$ cat config.mk
export PLATFORM = sky130hd
export DESIGN_NAME = id_ex_stage
export DESIGN_NICKNAME = d
export VERILOG_FILES = /design/src/rtl/id_ex_stage.sv
export SDC_FILE = /design/constraint.sdc
export NUM_CORES = 1
export LEC_CHECK = 0
export CORE_MARGIN = 8
export CORE_UTILIZATION = 39
export DETAILED_ROUTE_END_ITERATION = 12
export GPL_TIMING_DRIVEN = 0
export PLACE_DENSITY = 0.81
export RECOVER_POWER = 25
export SLEW_MARGIN = 0
export SYNTH_ARGS = -nofsm -noshare
export SYNTH_HDL_FRONTEND = slang
export SYNTH_SLANG_ARGS = --single-unit
$ cat constraint.sdc
create_clock -name clk -period 3.34 [get_ports clk]
set_input_delay 1.002 -clock clk [delete_from_list [all_inputs] [get_ports clk]]
set_output_delay 1.002 -clock clk [all_outputs]
set_load 0.05 [all_outputs]
$ cat src/rtl/id_ex_stage.sv
// ID/EX pipeline register feeding the 32-bit ALU: captures decoded fields, selects and forwards
// ALU operands, and raises the load-use stall request toward ID.
module id_ex_stage #(
  parameter bit FWD_EN = 1'b1
) (
  input  logic        clk,
  input  logic        rst_n,
  input  logic        stall,
  input  logic        flush,
  input  logic        id_valid,
  input  logic [3:0]  id_alu_ctl,
  input  logic [4:0]  id_rs,
  input  logic [4:0]  id_rt,
  input  logic [4:0]  id_rd,
  input  logic [31:0] id_rs_data,
  input  logic [31:0] id_rt_data,
  input  logic [15:0] id_imm,
  input  logic        id_alu_src,
  input  logic        id_imm_zext,
  input  logic        id_reg_write,
  input  logic        id_mem_read,
  input  logic        id_mem_write,
  input  logic [4:0]  exmem_rd,
  input  logic [31:0] exmem_result,
  input  logic [4:0]  memwb_rd,
  input  logic [31:0] memwb_result,
  output logic        load_use_stall,
  output logic        ex_valid,
  output logic [3:0]  ex_alu_ctl,
  output logic [31:0] ex_alu_data_1,
  output logic [31:0] ex_alu_data_2,
  output logic [31:0] ex_store_data,
  output logic [4:0]  ex_rd,
  output logic        ex_reg_write,
  output logic        ex_mem_read,
  output logic        ex_mem_write
);

  logic        valid_r;
  logic [3:0]  alu_ctl_r;
  logic [4:0]  rs_r;
  logic [4:0]  rt_r;
  logic [4:0]  rd_r;
  logic [31:0] rs_q_r;
  logic [31:0] rt_q_r;
  logic [31:0] imm_r;
  logic        alu_src_r;
  logic        reg_write_r;
  logic        mem_read_r;
  logic        mem_write_r;

  logic [31:0] fwd_rs_s;
  logic [31:0] fwd_rt_s;
  logic        rt_used_s;
  logic        load_use_s;
  logic        bubble_s;

  // EX/MEM beats MEM/WB; register 0 is hardwired and never forwarded.
  function automatic logic [31:0] fwd(
    input logic [4:0]  r,
    input logic [31:0] q,
    input logic [4:0]  xm_rd,
    input logic [31:0] xm_val,
    input logic [4:0]  mw_rd,
    input logic [31:0] mw_val
  );
    logic [31:0] res;
    if (FWD_EN && (r != 5'd0) && (xm_rd == r)) begin
      res = xm_val;
    end else if (FWD_EN && (r != 5'd0) && (mw_rd == r)) begin
      res = mw_val;
    end else begin
      res = q;
    end
    return res;
  endfunction

  function automatic logic [31:0] imm_ext(input logic [15:0] imm, input logic zext);
    logic [31:0] res;
    if (zext) begin
      res = {16'h0000, imm};
    end else begin
      res = {{16{imm[15]}}, imm};
    end
    return res;
  endfunction

  assign fwd_rs_s = fwd(rs_r, rs_q_r, exmem_rd, exmem_result, memwb_rd, memwb_result);
  assign fwd_rt_s = fwd(rt_r, rt_q_r, exmem_rd, exmem_result, memwb_rd, memwb_result);

  // Load-use hazard: rt only matters when it feeds the ALU or is store data.
  always_comb begin
    rt_used_s  = ~id_alu_src | id_mem_write;
    load_use_s = valid_r & mem_read_r & (rd_r != 5'd0) & id_valid &
                 ((id_rs == rd_r) | (rt_used_s & (id_rt == rd_r)));
  end

  assign bubble_s = ~rst_n | flush | (~stall & load_use_s);

  // Stage register: bubble, stall with operand refresh, or capture from ID.
  always_ff @(posedge clk) begin
    if (bubble_s) begin
      valid_r     <= 1'b0;
      alu_ctl_r   <= 4'd0;
      rs_r        <= 5'd0;
      rt_r        <= 5'd0;
      rd_r        <= 5'd0;
      rs_q_r      <= 32'd0;
      rt_q_r      <= 32'd0;
      imm_r       <= 32'd0;
      alu_src_r   <= 1'b0;
      reg_write_r <= 1'b0;
      mem_read_r  <= 1'b0;
      mem_write_r <= 1'b0;
    end else if (stall) begin
      // Latch forwarded operands so they outlive the producer leaving the pipe.
      rs_q_r <= fwd_rs_s;
      rt_q_r <= fwd_rt_s;
    end else begin
      valid_r     <= id_valid;
      alu_ctl_r   <= id_alu_ctl;
      rs_r        <= id_rs;
      rt_r        <= id_rt;
      rd_r        <= id_rd;
      rs_q_r      <= id_rs_data;
      rt_q_r      <= id_rt_data;
      imm_r       <= imm_ext(id_imm, id_imm_zext);
      alu_src_r   <= id_alu_src;
      reg_write_r <= id_reg_write & id_valid;
      mem_read_r  <= id_mem_read & id_valid;
      mem_write_r <= id_mem_write & id_valid;
    end
  end

  assign load_use_stall = load_use_s;
  assign ex_valid       = valid_r;
  assign ex_alu_ctl     = alu_ctl_r;
  assign ex_alu_data_1  = fwd_rs_s;
  assign ex_alu_data_2  = alu_src_r ? imm_r : fwd_rt_s;
  assign ex_store_data  = fwd_rt_s;
  assign ex_rd          = rd_r;
  assign ex_reg_write   = valid_r & reg_write_r;
  assign ex_mem_read    = valid_r & mem_read_r;
  assign ex_mem_write   = valid_r & mem_write_r;

endmodule

==> out/metrics.json, run 1 <==
{
  "report.final.slew_viol_count": 0,
  "totalPowerFinal_mw": 3.814,
  "cp.arrival_ns": 2.77,
  "holdBufCountCts": 0,
  "count_of_unique_library_cells_instantiated_by_yosys": 35,
  "timing.critical_path.cells": "buf_12 -> xor2_4 -> a211oi_4 -> buf_6 -> clkbuf_16 -> a21boi_2 -> o31a_4 -> mux2_4 -> buf_8",
  "power_report.internal_total_mw": 2.498,
  "postSynthNetCount": 1027,
  "antenna_violations_before_repair": 3,
  "vias_per_cell": 6.165,
  "max_freq_mhz": 264.8,
  "regToRegStartpoint": "rs_r[4]",
  "multi_input_comb_area_sq_um": 5868,
  "fin_ws_ns": -0.4357,
  "layout_worst_path_cycle_share_pct": 113.0,
  "syn2layout_area_growth_pct": 97.87,
  "hpwlAfterDp_um": 24260,
  "drtAntennaViolNets": 0,
  "swShare_pct": 34.49,
  "rr_worst_depth": 17,
  "ys_seq_area_share_pct": 30.52,
  "remaining_drc_errors": 0,
  "power-per-cell-area_nw_per_um2": 279.9,
  "r2r_end": "rs_q_r[27]",
  "clk_path_buf_depth": 2,
  "outcome": "finished with violations",
  "die-width_um": 148.9,
  "power.clock.fraction_pct": 27.7,
  "insertion_delay_to_the_later_sink_of_the_worst_skew_pair_ns": 0.36,
  "crit_fanout": 7,
  "initialDrtViolationCount": 904,
  "skew_ns": 0.009193,
  "global_route.overflow_total": 0,
  "critPathCaptureType": "output pin",
  "start_util_pct": 39.81,
  "fp.dieArea_sq_um": 22170,
  "ioPinCount": 293,
  "synth_area_leaders": "dfxtp_1 31%, o311ai_1 8.1%, o31a_1 8.1%",
  "syn_inst": 844,
  "worstHoldEndpoint": "ex_alu_ctl[1]",
  "finalSetupViolCount": 151,
  "slew_headroom_pct": 31.57,
  "worst_ir_drop_vdd_mv": 0.2969,
  "max_stage_delay_ns": 0.35,
  "timing.max_cap.violations": 0,
  "tritoncts_clock_tree": "done",
  "die_y_um": 148.9,
  "tightest_slew_ns": 1.027,
  "clock_sinks": 105,
  "maximum_number_of_pins_on_one_net_before_global_route_repair": 19,
  "syn-mean-instance-area_sq_um": 8.159,
  "setup_repair_after_global_routing_missed_its_margin": "true",
  "firstDrtPassIters": 6,
  "failing_checks": "setup timing",
  "yosysWarningCount": 0,
  "worst_hold_startpoint": "ex_alu_ctl[1]",
  "worst_hold_path_type": "flip-flop to flip-flop",
  "core_region_area_sq_um": 17300,
  "crit_family": "compound AO/OA/AOI/OAI gates",
  "worstHoldPathCells": 2,
  "timing_worst_setup_path_type": "input port to output pin",
  "synth-seq-cells": 105,
  "finalInstanceArea_sq_um": 13630,
  "rrSetupSlack_ns": 0.17,
  "instance_area_at_placement_sq_um": 10430,
  "drt-total-wl_um": 37000,
  "critical_path_required_ns": 2.34,
  "layout_commonest_cell": "clkdlybuf4s50_1",
  "critPathBufInv": 4,
  "route.detailed.wl_per_inst_um": 25.59,
  "number_of_hold_slack_violations_in_the_final_timing_report": 0,
  "seq_area_sq_um": 2106,
  "dp_slack_ns": -1.821,
  "fill_cells": 1028,
  "synth_area_leader_cell": "dfxtp_1",
  "crit_path_start_kind": "input port",
  "std_cell_rows": 48,
  "power.static_leakage_nw": 5.460,
  "cts_buffers": 9,
  "groute.usage.overall_pct": 30.21,
  "comb_power_share_pct": 37.7,
  "path_clk_slew_ns": 0.08,
  "port-buffer-count": 291,
  "grt_pass1_vias": 9085,
  "netlist.area_leader.share_pct": 30.52,
  "finalWeightedCongestion": 0.9304,
  "cts-root-buf": "clkbuf_16",
  "fin_tns_setup_ns": -37.59,
  "layout_common_cells": "166 x clkdlybuf4s50_1, 102 x dfxtp_1, 73 x buf_8",
  "route.vias.total": 8914,
  "final_period_minus_worst_setup_slack_ns": 3.776,
  "post_route_cells_drive_above_1_share_pct": 40.69,
  "final_nets": 1397,
  "net-switching-power_mw": 1.315,
  "seqPwrFrac_pct": 34.7,
  "cts-htree-levels": 3,
  "timing.critical_path.slowest_stage_cell": "o31a_4",
  "synthesis.area_sq_um": 6887,
  "grt_pass1_wl_um": 52570
}
-- per-layer routing --
layer	routed length [um]	global-route usage, %
met4	1920	16.81
met5	13	0
met3	3727	7.160
met1	13280	34.93
met2	18050	50.59
-- metrics by stage --
| stage | hold WS (ns) | util, % | instances |
|---|---|---|---|
| finish | 0.5013 | 78.78 | 1446 |
| global placement | 0.4742 | 60.29 | 1360 |
| floorplan | 0.4637 | - | 844 |
| detailed placement | 0.4893 | 60.29 | 1360 |
| CTS | 0.5081 | 75.39 | 1441 |
| global route | 0.5341 | 78.78 | 1446 |
-- cells in the mapped netlist, drive strengths merged --
library cell / instances
dfxtp: 105
a21oi: 67
o311ai: 65
a21boi: 64
and3: 64
nand2: 64
nand3: 64
o31a: 64
clkbuf: 57
nor2: 43
inv: 37
mux2i: 36
mux2: 32
xor2: 30
buf: 27
and2: 5
nor3: 5
a211oi: 4
a22oi: 4
nor4: 3
nor2b: 1
nor3b: 1
o211ai: 1
or4: 1
-- worst max path at each step --
stage | cells past startpoint | end | slack [ns] | start
floorplan | 6 | ex_alu_data_2[31] | -0.28 | memwb_rd[0]
global placement | 7 | ex_alu_data_1[1] | -1.81 | memwb_rd[0]
detailed placement | 7 | ex_alu_data_1[1] | -1.82 | memwb_rd[0]
CTS | 9 | ex_alu_data_2[12] | -0.39 | memwb_rd[1]
global route | 9 | ex_alu_data_2[31] | -0.47 | memwb_rd[1]
finish | 9 | ex_alu_data_2[12] | -0.44 | memwb_rd[1]
-- worst min-delay path, stage by stage (launching register included) --
cell     delay, ns
dfxtp_1       0.33
mux2i_1       0.07
nor2_1        0.07
-- kinds of logic after synthesis --
kind of cell | count (synthesis) | synth area share [%]
multiplexers | 68 | 10.47
XOR/XNOR | 30 | 3.815
AND/OR/NAND/NOR | 251 | 18.19
flip-flops | 105 | 30.52
AO/OA/AOI/OAI | 269 | 29.67
buffers and inverters | 121 | 7.340
-- flip-flops by register name (all words and copies together), names as in the netlist --
name and count:
ex_valid 1, imm_r 17, rs_q_r 32, mem_read_r 1, rt_r 5, alu_src_r 1
ex_rd 5, reg_write_r 1, mem_write_r 1, ex_alu_ctl 4, rs_r 5, rt_q_r 32
-- timing repair --
item,in CTS,in global routing
hold endpoints to repair,0,0
setup endpoints to repair,97,159
cloned,17,0
pin swaps,54,37
gates resized for setup,968,207
setup buffers,49,10
-- cell type report --
cell class	instances	area share [%]
diodes	2	0.03673
plain buffers	82	6.088
clock buffers	10	1.680
clock inverters	6	0.3673
inverters	37	1.019
multi-input cells	619	43.06
flip-flops and latches	105	15.45
well taps	225	2.066
repair buffers	360	30.23
-- power by group through the flow --
stage          Combinational, mW  Sequential (mW)  Clock (mW)
2_1_floorplan              0.588             1.35           0
3_3_place_gp                1.06             1.34           0
3_5_place_dp                1.07             1.34           0
4_1_cts                     1.34             1.32        1.06
5_1_grt                     1.48             1.33        1.11
6_report                    1.44             1.32        1.05
No activity file was read; power rests on OpenSTA's default activity.
==> run 2: changes to the inputs <==
--- a/config.mk
+++ b/config.mk
@@ -7,6 +7,7 @@
 export LEC_CHECK = 0
 export CORE_MARGIN = 8
 export CORE_UTILIZATION = 39
+export CTS_CLUSTER_SIZE = 28
 export DETAILED_ROUTE_END_ITERATION = 12
 export GPL_TIMING_DRIVEN = 0
 export PLACE_DENSITY = 0.81
==> results of run 2 <==
Same layout as run 1: the final DEF is identical, and so are final timing and power.
==> run 3: changes to the inputs <==
--- a/config.mk
+++ b/config.mk
@@ -5,12 +5,14 @@
 export SDC_FILE = /design/constraint.sdc
 export NUM_CORES = 1
 export LEC_CHECK = 0
+export CELL_PAD_IN_SITES_DETAIL_PLACEMENT = 0
+export CELL_PAD_IN_SITES_GLOBAL_PLACEMENT = 2
 export CORE_MARGIN = 8
-export CORE_UTILIZATION = 39
+export CORE_UTILIZATION = 21
 export CTS_CLUSTER_SIZE = 28
 export DETAILED_ROUTE_END_ITERATION = 12
 export GPL_TIMING_DRIVEN = 0
-export PLACE_DENSITY = 0.81
+export PLACE_DENSITY = 0.8
 export RECOVER_POWER = 25
 export SLEW_MARGIN = 0
 export SYNTH_ARGS = -nofsm -noshare
==> run 3 against run 2 <==
Compared with the run above: the flow still finishes with violations (setup timing); routed wire length rose by 7.4%; critical path depth rose by 1; setup slack got worse by 0.015 ns; largest cell class unchanged; critical endpoint is now ex_alu_data_2[31]; non-clock buffer count is 17 higher; final cell count rose by 16%; maximum frequency fell by 0.39%; sequential power barely moved; hold slack worse by 0.0068 ns.
==> out/metrics.json, run 3 (same netlist as run 1, synthesis figures left out) <==
{
  "outcome": "finished with violations",
  "failing_checks": "setup timing",
  "layout_worst_path_cycle_share": {"value": 113.5, "unit": "%", "change": "+0.44 points"},
  "global_route.overflow_total": {"value": 0, "change": "unchanged"},
  "worst_ir_drop_vdd": {"value": 0.2057, "unit": "mV", "change": "-31%"},
  "layout_common_cells": "166 x clkdlybuf4s50_1, 98 x dfxtp_1, 77 x buf_8",
  "maximum_number_of_pins_on_one_net_before_global_route_repair": {"value": 17, "change": "-2"},
  "layout_commonest_cell": "clkdlybuf4s50_1",
  "route.layer.met1.wl": {"value": 17000, "unit": "um", "change": "+28%"},
  "grt_pass1_vias": {"value": 8731, "change": "-3.9%"},
  "grt_pass1_wl": {"value": 57160, "unit": "um", "change": "+8.7%"},
  "biggestRegsByFlops": "rs_q_r (32), rt_q_r (32), imm_r (17)",
  "critPathCaptureType": "output pin",
  "routed-wl-met2": {"value": 19450, "unit": "um", "change": "+7.7%"},
  "crit_path_frequent_cell": "buf_8",
  "report.final.slew_viol_count": {"value": 0, "change": "unchanged"},
  "finalCoreUtilization": {"value": 44.31, "unit": "%", "change": "-34 points"},
  "clock_sinks": {"value": 105, "change": "unchanged"},
  "skew": {"value": 0.01628, "unit": "ns", "change": "+0.007083 ns"},
  "tritoncts_clock_tree": "done",
  "worst_hold_startpoint": "ex_alu_ctl[0]",
  "crit_path_start_kind": "input port",
  "post_placement_cell_count": {"value": 1577, "change": "+16%"},
  "die_y": {"value": 197.1, "unit": "um", "change": "+32%"},
  "number_of_hold_slack_violations_in_the_final_timing_report": {"value": 0, "change": "unchanged"},
  "hpwlAfterDp": {"value": 28870, "unit": "um", "change": "+19%"},
  "route.vias.total": {"value": 8197, "change": "-8.0%"},
  "tightest_slew": {"value": 1.175, "unit": "ns", "change": "+0.1484 ns"},
  "finish.cell_count_without_fillers": {"value": 1680, "change": "+16%"},
  "syn2layout_area_growth_pct": 108.8,
  "insertion_delay_to_the_later_sink_of_the_worst_skew_pair": {"value": 0.37, "unit": "ns", "change": "about the same"},
  "post_route_cells_drive_above_1_share": {"value": 41.42, "unit": "%", "change": "+0.73 points"},
  "route.detailed.wl_per_inst": {"value": 23.65, "unit": "um", "change": "-7.5%"},
  "worst_setup_path_startpoint": "memwb_rd[2]",
  "timing.critical_path.slowest_stage_cell": "o31a_2",
  "firstDrtPassIters": {"value": 5, "change": "-1"},
  "final_nets": {"value": 1414, "change": "+1.2%"},
  "fill_cells": {"value": 3124, "change": "+200%"},
  "met3_length": {"value": 2200, "unit": "um", "change": "-41%"},
  "cts-htree-levels": {"value": 3, "change": "unchanged"},
  "regToRegStartpoint": "ex_rd[2]",
  "finalSetupViolCount": {"value": 146, "change": "-3.3%"},
  "fp.dieArea": {"value": 38840, "unit": "sq um", "change": "+75%"},
  "die-width": {"value": 197.1, "unit": "um", "change": "+32%"},
  "core_region_area": {"value": 32450, "unit": "sq um", "change": "+88%"},
  "dp_slack": {"value": -1.968, "unit": "ns", "change": "-0.1462 ns"},
  "remaining_drc_errors": {"value": 0, "change": "unchanged"},
  "cts_buffers": {"value": 9, "change": "unchanged"},
  "instance_area_at_placement": {"value": 10700, "unit": "sq um", "change": "+2.6%"},
  "timing.max_cap.violations": {"value": 0, "change": "unchanged"},
  "cp.arrival": {"value": 2.79, "unit": "ns", "change": "+0.02 ns"},
  "drt-total-wl": {"value": 39740, "unit": "um", "change": "+7.4%"},
  "critical_path_required": {"value": 2.34, "unit": "ns", "change": "about the same"},
  "timing.critical_path.cells": "buf_8 -> xor2_4 -> nor3_4 -> buf_12 -> buf_8 -> buf_8 -> a21boi_4 -> o31a_2 -> mux2_4 -> buf_8",
  "vias_per_cell": {"value": 4.879, "change": "-21%"},
  "cts-root-buf": "clkbuf_16",
  "slew_headroom": {"value": 21.67, "unit": "%", "change": "-9.9 points"},
  "setup_repair_after_global_routing_missed_its_margin": "true",
  "power-per-cell-area": {"value": 285.5, "unit": "nW/um^2", "change": "+2.0%"},
  "critPathBufInv": {"value": 5, "change": "+1"},
  "max_freq": {"value": 263.8, "unit": "MHz", "change": "-0.39%"},
  "post_route_hold_slack": {"value": 0.4945, "unit": "ns", "change": "-0.006799 ns"},
  "ioPinCount": {"value": 293, "change": "unchanged"},
  "power.static_leakage": {"value": 5.714, "unit": "nW", "change": "+4.7%"},
  "fin_ws": {"value": -0.4505, "unit": "ns", "change": "-0.01476 ns"},
  "crit_family": "buffers and inverters",
  "clk_path_buf_depth": {"value": 2, "change": "unchanged"},
  "dr.max_layer_used": "met5",
  "timing_worst_setup_path_type": "input port to output pin",
  "finalWeightedCongestion": {"value": 0.8334, "change": "-10%"},
  "crit_fanout": {"value": 5, "change": "-2"},
  "worst_hold_path_type": "flip-flop to flip-flop",
  "final_period_minus_worst_setup_slack": {"value": 3.790, "unit": "ns", "change": "+0.01477 ns"},
  "initialDrtViolationCount": {"value": 332, "change": "-63%"},
  "finalInstanceArea": {"value": 14380, "unit": "sq um", "change": "+5.5%"},
  "drtAntennaViolNets": {"value": 0, "change": "unchanged"},
  "std_cell_rows": {"value": 66, "change": "+38%"},
  "totalPowerFinal": {"value": 4.107, "unit": "mW", "change": "+7.7%"},
  "max_stage_delay": {"value": 0.35, "unit": "ns", "change": "about the same"},
  "path_clk_slew": {"value": 0.07, "unit": "ns", "change": "about the same"},
  "start_util": {"value": 21.22, "unit": "%", "change": "-19 points"},
  "groute.usage.overall": {"value": 19.61, "unit": "%", "change": "-11 points"},
  "antenna_violations_before_repair": {"value": 6, "change": "+3"},
  "fin_tns_setup": {"value": -32.11, "unit": "ns", "change": "+5.486 ns"},
  "port-buffer-count": {"value": 291, "change": "unchanged"}
}
[run 3: worst reg2reg max path, cell delays in order (launching register included)]
cell	delay, ns
dfxtp_1	0.36
xor2_1	0.18
nor4_2	0.30
a22oi_2	0.16
clkbuf_4	0.16
o311ai_2	0.66
clkbuf_2	0.47
buf_2	0.40
nor2_1	0.09
[run 3: power by group]
| group | switching (mW) | total [mW] | leakage, nW | internal (mW) |
|---|---|---|---|---|
| logic | 0.757 | 1.48 | 4.69 | 0.727 |
| registers | 0.0261 | 1.32 | 0.860 | 1.29 |
| clock network | 0.552 | 1.31 | 0.166 | 0.755 |
| total | 1.33 | 4.11 | 5.71 | 2.77 |
[run 3: cell type report]
type	instances	area, sq um	area share [%]
clock inverters	5	102.6	0.7134
multi-input cells	619	5968	41.50
plain buffers	81	818.3	5.690
inverters	37	138.9	0.9657
well taps	442	553.0	3.845
clock buffers	11	242.7	1.688
diodes	2	5.005	0.03480
flip-flops and latches	105	2121	14.75
repair buffers	378	4432	30.82
[run 3: layer usage]
layer  vias to the layer above  global-route usage [%]
met1                      3995                   24.60
li1                       3900                       -
met5                         -                       0
met4                         6                   5.935
met2                       246                   32.99
met3                        50                   4.566
[run 3: repair_timing]
item,in CTS,in global routing
buffers inserted,52,23
pin swaps,41,49
gates cloned,16,3
resized for setup,977,253
setup endpoints to repair,173,97
hold buffers,0,0
[run 3: worst paths after layout]
path,depth (start not counted),endpoint,slack [ns]
max,10,ex_alu_data_2[31],-0.45
min,2,ex_alu_ctl[0],0.49
max reg2reg,8,imm_r[13],0.43
min reg2reg,2,ex_alu_ctl[0],0.49
